`src/rtl/i2s_rx_capture.sv`:
```
// i2s_rx_capture: I2S stereo 16-bit capture into a frame FIFO with Wishbone readout.
// Define I2S_RX_OVFCNT_EN to implement the dropped-frame counter at register 3.
module i2s_rx_capture #(
  parameter int unsigned FIFO_AW = 4
) (
  input  logic        clk,
  input  logic        rstn,
  input  logic [31:0] wb_adr_i,
  input  logic [31:0] wb_dat_i,
  output logic [31:0] wb_dat_o,
  input  logic        wb_we_i,
  input  logic [3:0]  wb_sel_i,
  input  logic        wb_stb_i,
  input  logic        wb_cyc_i,
  output logic        wb_ack_o,
  input  logic        i2s_sclk,
  input  logic        i2s_lrclk,
  input  logic        i2s_sdin,
  output logic        fifo_high
);
  localparam int unsigned DEPTH = 1 << FIFO_AW;
  localparam int unsigned PW    = FIFO_AW + 1;
  localparam int unsigned WW    = 16;
  localparam int unsigned CW    = 5;

  logic [2:0]      sclk_q;
  logic [1:0]      lrclk_q;
  logic [1:0]      sdin_q;
  logic            ctrl_en;
  logic [7:0]      thr;
  logic            ovf;
  logic            lr_prev;
  logic            synced;
  logic            left_ok;
  logic [WW-1:0]   shreg;
  logic [WW-1:0]   shreg_nxt;
  logic [WW-1:0]   left_word;
  logic [CW-1:0]   bit_cnt;
  logic [PW-1:0]   wr_ptr;
  logic [PW-1:0]   rd_ptr;
  logic [PW-1:0]   level;
  logic [31:0]     mem [DEPTH];
  logic [31:0]     status_c;
  logic [31:0]     rdata_c;
  logic [15:0]     ovfcnt_c;
  logic            sclk_rise;
  logic            lr_now;
  logic            push_req;
  logic            do_push;
  logic            drop;
  logic            pop;
  logic            empty;
  logic            full;
  logic            wb_req;
  logic            wb_wr;
  logic            wb_rd;
  logic [1:0]      reg_sel;
  logic            unused_ok;

  assign unused_ok = ^{wb_adr_i, wb_sel_i, wb_dat_i};

  // Pad synchronisers; sclk keeps one extra stage for rise detection
  always_ff @(posedge clk) begin
    if (!rstn) begin
      sclk_q  <= '0;
      lrclk_q <= '0;
      sdin_q  <= '0;
    end else begin
      sclk_q  <= {sclk_q[1:0], i2s_sclk};
      lrclk_q <= {lrclk_q[0], i2s_lrclk};
      sdin_q  <= {sdin_q[0], i2s_sdin};
    end
  end

  assign sclk_rise = sclk_q[1] & ~sclk_q[2];
  assign lr_now    = lrclk_q[1];

  // Place the incoming bit MSB first; bits past the 16th are dropped
  always_comb begin
    shreg_nxt = shreg;
    if (bit_cnt < CW'(WW)) shreg_nxt[~bit_cnt[3:0]] = sdin_q[1];
  end

  // The bit on the first rise after an lrclk change is the LSB of the previous word
  assign push_req = ctrl_en & sclk_rise & lr_prev & ~lr_now & left_ok;

  always_ff @(posedge clk) begin
    if (!rstn || !ctrl_en) begin
      lr_prev   <= 1'b0;
      synced    <= 1'b0;
      left_ok   <= 1'b0;
      shreg     <= '0;
      left_word <= '0;
      bit_cnt   <= '0;
    end else if (sclk_rise) begin
      lr_prev <= lr_now;
      if (lr_now != lr_prev) begin
        shreg   <= '0;
        bit_cnt <= '0;
        if (!lr_now) begin
          synced <= 1'b1;
        end else if (synced) begin
          left_word <= shreg_nxt;
          left_ok   <= 1'b1;
        end
      end else begin
        shreg <= shreg_nxt;
        if (bit_cnt < CW'(WW)) bit_cnt <= bit_cnt + CW'(1);
      end
    end
  end

  assign wb_req  = wb_stb_i & wb_cyc_i & ~wb_ack_o;
  assign wb_wr   = wb_req & wb_we_i;
  assign wb_rd   = wb_req & ~wb_we_i;
  assign reg_sel = wb_adr_i[3:2];

  assign level   = wr_ptr - rd_ptr;
  assign empty   = (level == '0);
  assign full    = (level == PW'(DEPTH));
  assign pop     = wb_rd & (reg_sel == 2'd0) & ~empty;
  assign do_push = push_req & (~full | pop);
  assign drop    = push_req & full & ~pop;

  always_ff @(posedge clk) begin
    if (do_push) mem[wr_ptr[FIFO_AW-1:0]] <= {left_word, shreg_nxt};
  end

  // Disabling flushes the FIFO by clearing both pointers
  always_ff @(posedge clk) begin
    if (!rstn || !ctrl_en) begin
      wr_ptr <= '0;
      rd_ptr <= '0;
    end else begin
      if (do_push) wr_ptr <= wr_ptr + PW'(1);
      if (pop)     rd_ptr <= rd_ptr + PW'(1);
    end
  end

  always_ff @(posedge clk) begin
    if (!rstn) begin
      ctrl_en   <= 1'b0;
      thr       <= '0;
      ovf       <= 1'b0;
      fifo_high <= 1'b0;
    end else begin
      if (wb_wr && reg_sel == 2'd2) begin
        ctrl_en <= wb_dat_i[0];
        thr     <= wb_dat_i[15:8];
      end
      if (drop) ovf <= 1'b1;
      else if (wb_wr && reg_sel == 2'd1 && wb_dat_i[2]) ovf <= 1'b0;
      fifo_high <= ctrl_en & (thr != '0) & (8'(level) >= thr);
    end
  end

`ifdef I2S_RX_OVFCNT_EN
  logic [15:0] ovf_cnt;

  // Clear wins over a coincident drop
  always_ff @(posedge clk) begin
    if (!rstn) ovf_cnt <= '0;
    else if (wb_wr && reg_sel == 2'd3) ovf_cnt <= '0;
    else if (drop && ovf_cnt != 16'hFFFF) ovf_cnt <= ovf_cnt + 16'd1;
  end

  assign ovfcnt_c = ovf_cnt;
`else
  assign ovfcnt_c = 16'h0;
`endif

  always_comb begin
    status_c         = '0;
    status_c[0]      = empty;
    status_c[1]      = full;
    status_c[2]      = ovf;
    status_c[3]      = fifo_high;
    status_c[8 +: PW] = level;
  end

  always_comb begin
    rdata_c = '0;
    case (reg_sel)
      2'd0:    if (!empty) rdata_c = mem[rd_ptr[FIFO_AW-1:0]];
      2'd1:    rdata_c = status_c;
      2'd2:    rdata_c = {16'h0, thr, 7'h0, ctrl_en};
      default: rdata_c = {16'h0, ovfcnt_c};
    endcase
  end

  // Single-cycle ack with data registered alongside; data is zero outside a read ack
  always_ff @(posedge clk) begin
    if (!rstn) begin
      wb_ack_o <= 1'b0;
      wb_dat_o <= '0;
    end else begin
      wb_ack_o <= wb_req;
      wb_dat_o <= wb_rd ? rdata_c : 32'h0;
    end
  end

endmodule
```
`config.mk`:
```
export PLATFORM = sky130hd
export DESIGN_NAME = i2s_rx_capture
export DESIGN_NICKNAME = d
export VERILOG_FILES = /design/src/rtl/i2s_rx_capture.sv
export SDC_FILE = /design/constraint.sdc
export NUM_CORES = 1
export LEC_CHECK = 0
export BUFFER_PORTS_ARGS = -buffer_cell sky130_fd_sc_hd__buf_2
export CAP_MARGIN = 10
export CORE_MARGIN = 5
export CORE_UTILIZATION = 45
export CTS_BUF_LIST = sky130_fd_sc_hd__clkbuf_16
export DETAILED_ROUTE_END_ITERATION = 8
export PLACE_DENSITY_LB_ADDON = 0.12
export SYNTH_ARGS = -nofsm -noshare
export SYNTH_HDL_FRONTEND = slang
export SYNTH_SLANG_ARGS = --single-unit
export TNS_END_PERCENT = 10
```
`constraint.sdc`:
```
create_clock -name clk -period 6 [get_ports clk]
set_input_delay 0.6 -clock clk [delete_from_list [all_inputs] [get_ports clk]]
set_output_delay 0.6 -clock clk [all_outputs]
set_load 0.03 [all_outputs]
```
==> impl_metrics.json, run 1 <==
{
  "wl_per_cell_um": 24.9,
  "synth_seq_cells": 617,
  "num-fill-cells": 4198,
  "maxSlewViolCount": 0,
  "avgSynthCellArea_um2": 19.0,
  "io_buffers": 53,
  "syn_area_um2": 23800,
  "critPathKind": "flop to flop",
  "synth-edff-count": 512,
  "path_clk_slew_ns": 0.06,
  "die_h_um": 240,
  "drt_iter0_drc": 901,
  "yosysWarningCount": 0,
  "hold-path-endpoint": "lrclk_q[0]",
  "post_drt_via_cell_ratio": 5.66,
  "grt_pass1_wl_mm": 77.6,
  "totalWireLength_mm": 51.6,
  "timing.rr.end": "mem[7][11]",
  "utilization_pct": 51.5,
  "irDropWorstVdd_mv": 0.259,
  "cts_tree": "done",
  "wl_met1_mm": 23.3,
  "rows": 84,
  "drtAntennaViolNets": 0,
  "topRoutingLayerUsed": "met4",
  "required_ns": 6.26,
  "final-setup-viol-count": 0,
  "seq_area_frac_synth_pct": 73.5,
  "rr_worst_depth": 11,
  "grt_max_degree": 74,
  "yosysUniqueCellTypes": 51,
  "final_cell_mix": "edfxtp_1 (512), mux4_2 (115), dfxtp_1 (101), clkbuf_16 (70), nor2_1 (60)",
  "numCtsBuffers": 66,
  "skew_ns": 0.0260,
  "wl_met2_mm": 25.2,
  "gp_congestion": 0.759,
  "setup_tns_ns": 0,
  "regArea_um2": 17500,
  "wl_met3_mm": 1.97,
  "cp-end-kind": "flop",
  "core_area_um2": 52400,
  "drtPass1Iterations": 6,
  "via_count": 11700,
  "r2r-start": "wr_ptr[0]",
  "worstHoldStart": "i2s_lrclk",
  "drive_gt1_share_pct": 23.3,
  "hold_path_depth": 2,
  "hold_class": "input pin to flop",
  "nets": 1427,
  "clkSinkCount": 617,
  "antenna_found_initial": 0,
  "critical_path.startpoint": "wr_ptr[0]",
  "multi_input_area_um2": 6030,
  "fin_crit_sh_pct": 66.4,
  "start_util_pct": 45.4,
  "status": "completed",
  "clockBufferDepth": 3,
  "syn2layout_area_growth_pct": 13.4,
  "finalCriticalPeriod_ns": 3.98,
  "max_freq_mhz": 251,
  "worstPathArrival_ns": 4.24,
  "p_per_area_nw_per_um2": 312,
  "max_cap_viol_count": 0,
  "worst_pin_slew_ns": 1.18,
  "crit_fanout": 19,
  "track_usage_pct": 18.1,
  "post_cts_buffers": 0,
  "leakagePower_nw": 8.86,
  "grt_pass1_vias": 12100,
  "syn_nets": 1347,
  "r2r_slack_ns": 2.02,
  "async_flop_share_pct": 0,
  "slew_headroom_pct": 21.0,
  "hpwl_mm": 29.0,
  "h-tree-depth": 3,
  "fin_area_um2": 27000,
  "die_w_um": 240,
  "placed_area_um2": 24900,
  "cts_root_buf": "clkbuf_16",
  "finalHoldViolations": 0,
  "cts_resized": 0,
  "syn_inst": 1252,
  "insertion_delay_ns": 0.59,
  "overflow": 0,
  "drcViolationCount": 0,
  "rsz0062_at_grt": "no",
  "cts_hold_buffers": 0,
  "mostFrequentLayoutCell": "edfxtp_1",
  "ios": 110,
  "die_area_um2": 57600,
  "cp-start-kind": "flop",
  "ys.flop_type": "edfxtp_1"
}
-- how the worst max path moves through the flow --
| stage | endpoint | slack (ns) |
|---|---|---|
| final | mem[7][11] | 2.02 |
| after global routing | mem[14][28] | 1.77 |
| after CTS | mem[7][19] | 1.95 |
| after detailed placement | mem[7][13] | 1.93 |
| after global placement | mem[10][13] | 2.00 |
| after floorplan | mem[3][0] | 1.28 |
-- final cells by class --
type / instances / area share, %
repair buffers: 77 / 1.88
flip-flops and latches: 617 / 64.8
well taps: 688 / 3.19
clock buffers: 70 / 6.49
inverters: 14 / 0.195
multi-input cells: 556 / 22.4
clock inverters: 49 / 1.07
diodes: 1 / 0.00927
-- worst max-delay path: stages (launching register included) --
cell      delay [ns]
dfxtp_1         0.36
inv_1           0.13
ha_1            0.17
inv_1           0.05
fa_1            0.42
xor2_2          0.31
nand4b_1        0.26
nand2_1         0.21
a31oi_4         0.28
nand2_1         0.25
nor2_4          0.79
buf_4           0.43
-- report_power, final --
part	leakage [nW]	switching (mW)	internal, mW
Clock	1.08	1.60	2.23
Combinational	1.81	0.0195	0.0111
Sequential	5.97	0.00282	4.57
Total	8.86	1.62	6.81
-- layer usage --
| metal | vias up | track usage, % |
|---|---|---|
| met5 | - | 0 |
| met1 | 6222 | 25.6 |
| li1 | 5215 | - |
| met3 | 75 | 3.15 |
| met4 | 0 | 4.83 |
| met2 | 225 | 29.6 |
-- metrics by stage --
stage / power (mW) / std cells / hold WS [ns] / setup slack, ns
after floorplan: 4.69 / 1252 / 0.412 / 1.28
after global placement: 4.70 / 1952 / 0.415 / 2.00
after detailed placement: 4.70 / 1952 / 0.419 / 1.93
after CTS: 8.53 / 2071 / 0.205 / 1.95
after global routing: 8.71 / 2071 / 0.217 / 1.77
final: 8.43 / 2072 / 0.241 / 2.02
-- kinds of logic after synthesis --
logic type               share of synthesized area (%)
XOR/XNOR                                         0.363
AND/OR/NAND/NOR                                   4.31
buffers and inverters                             1.64
AO/OA/AOI/OAI                                     3.73
multiplexers                                      15.5
adder cells (fa/ha/maj)                           1.03
flip-flops                                        73.5
-- cell usage after synthesis, types with 2 or more instances --
cell      count  share of area [%]
a211oi_1     42                1.3
a21o_1        3              0.095
a21oi_1      17               0.36
a221oi_1      4               0.15
a222oi_1      5               0.21
a22o_1        2              0.074
a22oi_1      27               0.85
and2_1       11               0.29
and3_1        2              0.053
buf_1         3              0.047
buf_2        11               0.23
buf_4        13               0.41
buf_6         4               0.19
clkbuf_1     34               0.54
dfxtp_1     105                8.8
edfxtp_1    512                 65
ha_1         18               0.95
inv_1        14               0.22
mux2_2       20               0.95
mux2i_1      52                2.2
mux4_1       13                1.4
mux4_2      115                 11
nand2_1      36               0.57
nand2b_1      4               0.11
nand3_1      15               0.32
nand3b_1      4               0.13
nand4_1       3              0.079
nor2_1       71                1.1
nor2b_1      38                1.0
nor3_1        9               0.19
nor3b_1       3              0.095
nor4_1        3              0.079
o21ai_0      12               0.25
or2_2         2              0.053
or3_1         3              0.079
xnor2_1       6               0.22
xor2_1        2              0.074
-- sequential cells by signal, indices dropped and copies added, names as in the netlist, named ones only --
| register | cells |
|---|---|
| wb_ack_o | 1 |
| wb_dat_o | 32 |
| sclk_q | 3 |
| left_word | 16 |
| ctrl_en | 1 |
| mem | 512 |
| thr | 8 |
| lrclk_q | 2 |
| fifo_high | 1 |
| bit_cnt | 5 |
| ovf | 1 |
| synced | 1 |
| left_ok | 1 |
| shreg | 16 |
| lr_prev | 1 |
| wr_ptr | 5 |
| sdin_q | 2 |
| rd_ptr | 5 |
(Power assumes the default switching activity.)
==> run 2, diff against run 1 <==
Clock period 6 ns to 3.6 ns, I/O delays scaled along.
==> impl_metrics.json, run 2 (synthesis results as in run 1) <==
{
  "cts_tree": "done",
  "die_w_um": 240,
  "status": "completed",
  "drcViolationCount": 0,
  "cts_resized": 0,
  "skew_ns": 0.0275,
  "die_area_um2": 57600,
  "insertion_delay_ns": 0.60,
  "mostFrequentLayoutCell": "edfxtp_1",
  "nets": 1469,
  "grt_pass1_vias": 12400,
  "rr_worst_depth": 11,
  "track_usage_pct": 18.9,
  "dp_slack_ns": 0.239,
  "gp_congestion": 0.762,
  "path_clk_slew_ns": 0.05,
  "totalWireLength_mm": 53.4,
  "hold-path-endpoint": "sclk_q[0]",
  "p_per_area_nw_per_um2": 517,
  "clockBufferDepth": 3,
  "largest_reg_flops": 512,
  "h-tree-depth": 3,
  "syn2layout_area_growth_pct": 16.1,
  "rows": 84,
  "grt_max_degree": 46,
  "die_h_um": 240,
  "core_area_um2": 52400,
  "critPathKind": "flop to flop",
  "cp-end-kind": "flop",
  "hpwl_mm": 30.9,
  "slew_headroom_pct": 36.3,
  "via_count": 11900,
  "drtAntennaViolNets": 0,
  "r2r_slack_ns": 0.23,
  "cts_root_buf": "clkbuf_16",
  "worstHoldStart": "i2s_sclk",
  "switching_share_pct": 19.4,
  "fin_crit_sh_pct": 93.7,
  "grt_pass1_wl_mm": 81.2,
  "timing.rr.end": "mem[8][21]",
  "power_frac_clock_pct": 46.2,
  "overflow": 0,
  "drtPass1Iterations": 6,
  "wl_per_cell_um": 25.3,
  "leakagePower_nw": 9.13,
  "start_util_pct": 45.4,
  "finalHoldViolations": 0,
  "r2r-start": "wr_ptr[0]",
  "post_drt_via_cell_ratio": 5.64,
  "required_ns": 3.88,
  "placed_area_um2": 25400,
  "cp-start-kind": "flop",
  "antenna_found_initial": 0,
  "rsz0062_at_grt": "no",
  "final-setup-viol-count": 0,
  "clkSinkCount": 617,
  "io_buffers": 53,
  "final_cell_mix": "edfxtp_1 (512), mux4_2 (115), dfxtp_1 (101), clkbuf_16 (68), nor2_1 (60)",
  "internal_power_mw": 11.5,
  "drt_iter0_drc": 982,
  "power.share.combinational_pct": 0.4,
  "hold_class": "input pin to flop",
  "finalCriticalPeriod_ns": 3.37,
  "ios": 110,
  "worst_slack_ns": 0.228,
  "drive_gt1_share_pct": 25.7,
  "p_seq_share_pct": 53.4,
  "worst_pin_slew_ns": 0.952,
  "worstPathArrival_ns": 3.65,
  "numCtsBuffers": 66,
  "maxSlewViolCount": 0,
  "crit_fanout": 21,
  "diodes": 0,
  "fin_area_um2": 27600,
  "max_cap_viol_count": 0,
  "hold_path_depth": 2,
  "max_freq_mhz": 297,
  "irDropWorstVdd_mv": 0.375,
  "power_switching_mw": 2.78
}
[run 2: cell types whose count changed in the layout (fill, tap and decap cells not counted), moves of 2 or more]
| cell | before | now |
|---|---|---|
| buf_4 | 19 | 40 |
| buf_12 | 5 | 21 |
| dlygate4sd3_1 | 0 | 5 |
| clkinv_2 | 4 | 8 |
| inv_1 | 36 | 32 |
| nor3_2 | 5 | 1 |
| nor3_4 | 0 | 4 |
| bufinv_16 | 3 | 6 |
| clkinv_1 | 16 | 13 |
| clkinv_8 | 0 | 3 |
| clkbuf_16 | 70 | 68 |
| clkinv_4 | 2 | 0 |
[run 2: power by group through the flow]
stage          Sequential (mW)  Clock, mW  Combinational (mW)
2_1_floorplan             7.78          0              0.0284
3_5_place_dp              7.78          0              0.0526
3_3_place_gp              7.78          0              0.0515
4_1_cts                   7.63       6.76              0.0571
5_1_grt                   7.62       7.06              0.0622
6_report                  7.63       6.61              0.0565
[run 2: area by class of cell]
| type | instances | area (µm²) |
|---|---|---|
| clock buffers | 68 | 1700 |
| clock inverters | 52 | 419 |
| fillers | 4136 | 24800 |
| inverters | 14 | 52.6 |
| multi-input cells | 556 | 6060 |
| flip-flops and latches | 617 | 17500 |
| well taps | 688 | 861 |
| repair buffers | 119 | 1040 |
[run 2: how the worst max path moves through the flow]
stage,cells after the start,slack [ns],endpoint,startpoint
after floorplan,10,-0.27,mem[7][0],wr_ptr[0]
after global placement,11,0.27,mem[8][17],wr_ptr[0]
after detailed placement,11,0.24,mem[8][17],wr_ptr[0]
after CTS,11,0.21,mem[8][21],wr_ptr[0]
after global routing,11,0.02,mem[8][25],wr_ptr[0]
final,11,0.23,mem[8][21],wr_ptr[0]
[run 2: per-stage QoR]
stage / utilization, % / instances / TNS [ns] / hold WS (ns) / total power [mW]
2_1_floorplan: - / 1252 / -103.14 / 0.412 / 7.81
3_3_place_gp: 48.4 / 1984 / 0 / 0.415 / 7.83
3_5_place_dp: 48.4 / 1984 / 0 / 0.423 / 7.83
4_1_cts: 52.6 / 2109 / 0 / 0.000829 / 14.4
5_1_grt: 52.7 / 2114 / 0 / 0.0120 / 14.7
6_report: 52.7 / 2114 / 0 / 0.0285 / 14.3
[run 2: per-layer routing]
layer / part of all wire, % / vias up / global-route usage (%)
met5: 0 / - / 0
met2: 49 / 259 / 30.8
met4: 1.9 / 0 / 4.30
li1: - / 5305 / -
met3: 4.2 / 70 / 3.20
met1: 45 / 6298 / 27.3
[run 2: critical path: stages (launching register included)]
cell	delay, ns
dfxtp_1	0.35
inv_1	0.13
ha_1	0.17
inv_1	0.05
fa_1	0.42
xor2_2	0.28
nand4b_1	0.27
nand2_1	0.23
a31oi_4	0.28
nand2_1	0.30
nor2_4	0.35
buf_12	0.23
[run 2: timing repair]
action,4_1_cts,5_1_grt
buffers inserted,0,5
setup endpoints to repair,0,2
endpoints found under the hold margin,5,0
hold buffers,5,0
==> run 3, diff against run 2 <==
==> constraint.sdc (replaced) <==
create_clock -name clk -period 3.6 [get_ports clk]
set_input_delay 0.18 -clock clk [delete_from_list [all_inputs] [get_ports clk]]
set_output_delay 0.18 -clock clk [all_outputs]
set_load 0.03 [all_outputs]
==> impl_metrics.json, run 3 (synthesis results as in run 1) <==
{
  "worstPathArrival_ns": 3.60,
  "die_area_um2": 57600,
  "p_per_area_nw_per_um2": 516,
  "finalCriticalPeriod_ns": 3.34,
  "nets": 1476,
  "antenna_found_initial": 0,
  "hold_class": "input pin to flop",
  "grt_pass1_vias": 12500,
  "syn2layout_area_growth_pct": 16.5,
  "start_util_pct": 45.4,
  "leakagePower_nw": 9.15,
  "fin_crit_sh_pct": 92.7,
  "wl_per_cell_um": 25.2,
  "drcViolationCount": 0,
  "cp_slowest_cell": "fa_1",
  "cts_resized": 0,
  "gp_congestion": 0.766,
  "grt_pass1_wl_mm": 79.7,
  "slowest_delay_ns": 0.42,
  "skew_ns": 0.0202,
  "drive_gt1_share_pct": 25.2,
  "drt_iter0_drc": 887,
  "slew_headroom_pct": 39.3,
  "final_cell_mix": "edfxtp_1 (512), mux4_2 (115), dfxtp_1 (101), clkbuf_16 (71), nor2_1 (60)",
  "cp-end-kind": "flop",
  "final-setup-viol-count": 0,
  "ios": 110,
  "rows": 84,
  "largest_reg_flops": 512,
  "io_buffers": 53,
  "insertion_delay_ns": 0.59,
  "hpwl_mm": 30.5,
  "diodes": 0,
  "max_cap_viol_count": 0,
  "utilization_pct": 52.8,
  "setup_tns_ns": 0,
  "via_count": 11900,
  "cts_root_buf": "clkbuf_16",
  "crit_chain": "inv_1 > ha_1 > inv_1 > fa_1 > xor2_2 > nand4b_1 > nand2_1 > a31oi_4 > nand2_1 > nor3_4 > buf_12",
  "overflow": 0,
  "r2r_slack_ns": 0.26,
  "clockBufferDepth": 3,
  "drtPass1Iterations": 5,
  "mostFrequentLayoutCell": "edfxtp_1",
  "post_cts_buffers": 0,
  "totalWireLength_mm": 53.5,
  "cp-start-kind": "flop",
  "rsz0062_at_grt": "no",
  "die_w_um": 240,
  "core_area_um2": 52400,
  "grt_max_degree": 55,
  "irDropWorstVdd_mv": 0.341,
  "required_ns": 3.86,
  "cts_tree": "done",
  "finalHoldViolations": 0,
  "h-tree-depth": 3,
  "maxSlewViolCount": 0,
  "path_clk_slew_ns": 0.06,
  "worst_pin_slew_ns": 0.908,
  "clkSinkCount": 617,
  "drtAntennaViolNets": 0,
  "max_freq_mhz": 300,
  "numCtsBuffers": 68,
  "die_h_um": 240,
  "track_usage_pct": 18.8,
  "crit_fanout": 23,
  "status": "completed",
  "post_drt_via_cell_ratio": 5.59,
  "critPathKind": "flop to flop"
}
run 3: path summary, 6_finish.rpt:
path                end  startpoint  cells past startpoint
max          mem[0][21]   wr_ptr[0]                     11
min              thr[1]        rstn                      2
min reg2reg  lrclk_q[1]  lrclk_q[0]                      1
max reg2reg  mem[0][21]   wr_ptr[0]                     11
run 3: final cells by class:
class	instances	area, µm²
multi-input combinational	556	6060
clock inverter	52	360
inverter	14	52.6
timing repair buffer	124	1120
clock buffer	71	1780
tap	688	861
sequential	617	17500
fill	4154	24700
run 3: power by group:
part	switching (mW)	internal, mW
clock	2.74	3.86
combinational	0.0343	0.0319
sequential	0.00450	7.62
run 3: what timing repair did:
action                                 in CTS  in global routing
endpoints found under the hold margin      17                  0
setup endpoints to repair                   0                  0
hold buffers                               18                  0
run 3: through the flow:
stage	total power [mW]	instances	instance area, µm²	setup slack (ns)	hold WS, ns
CTS	14.5	2122	27700	0.269	0.0324
finish	14.3	2122	27700	0.264	0.0569
detailed placement	7.83	1981	25400	0.277	0.394
floorplan	7.81	1252	23800	-0.268	0.257
global route	14.8	2122	27700	0.0779	0.0617
global placement	7.83	1981	25400	0.310	0.393
run 3: per-layer routing:
metal	wire length (µm)	global-route usage (%)
met1	23800	26.4
met2	26400	31.1
met3	2070	2.73
met4	1100	5.26
met5	0	0
run 3: worst max-delay path, delay by kind of cell, from the launching register on:
| kind | cells | cell delay, ns |
|---|---|---|
| AND/OR/NAND/NOR | 4 | 1.04 |
| adder cells (fa/ha/maj) | 2 | 0.60 |
| buffers and inverters | 3 | 0.46 |
| flip-flops | 1 | 0.36 |
| AO/OA/AOI/OAI | 1 | 0.28 |
| XOR/XNOR | 1 | 0.27 |
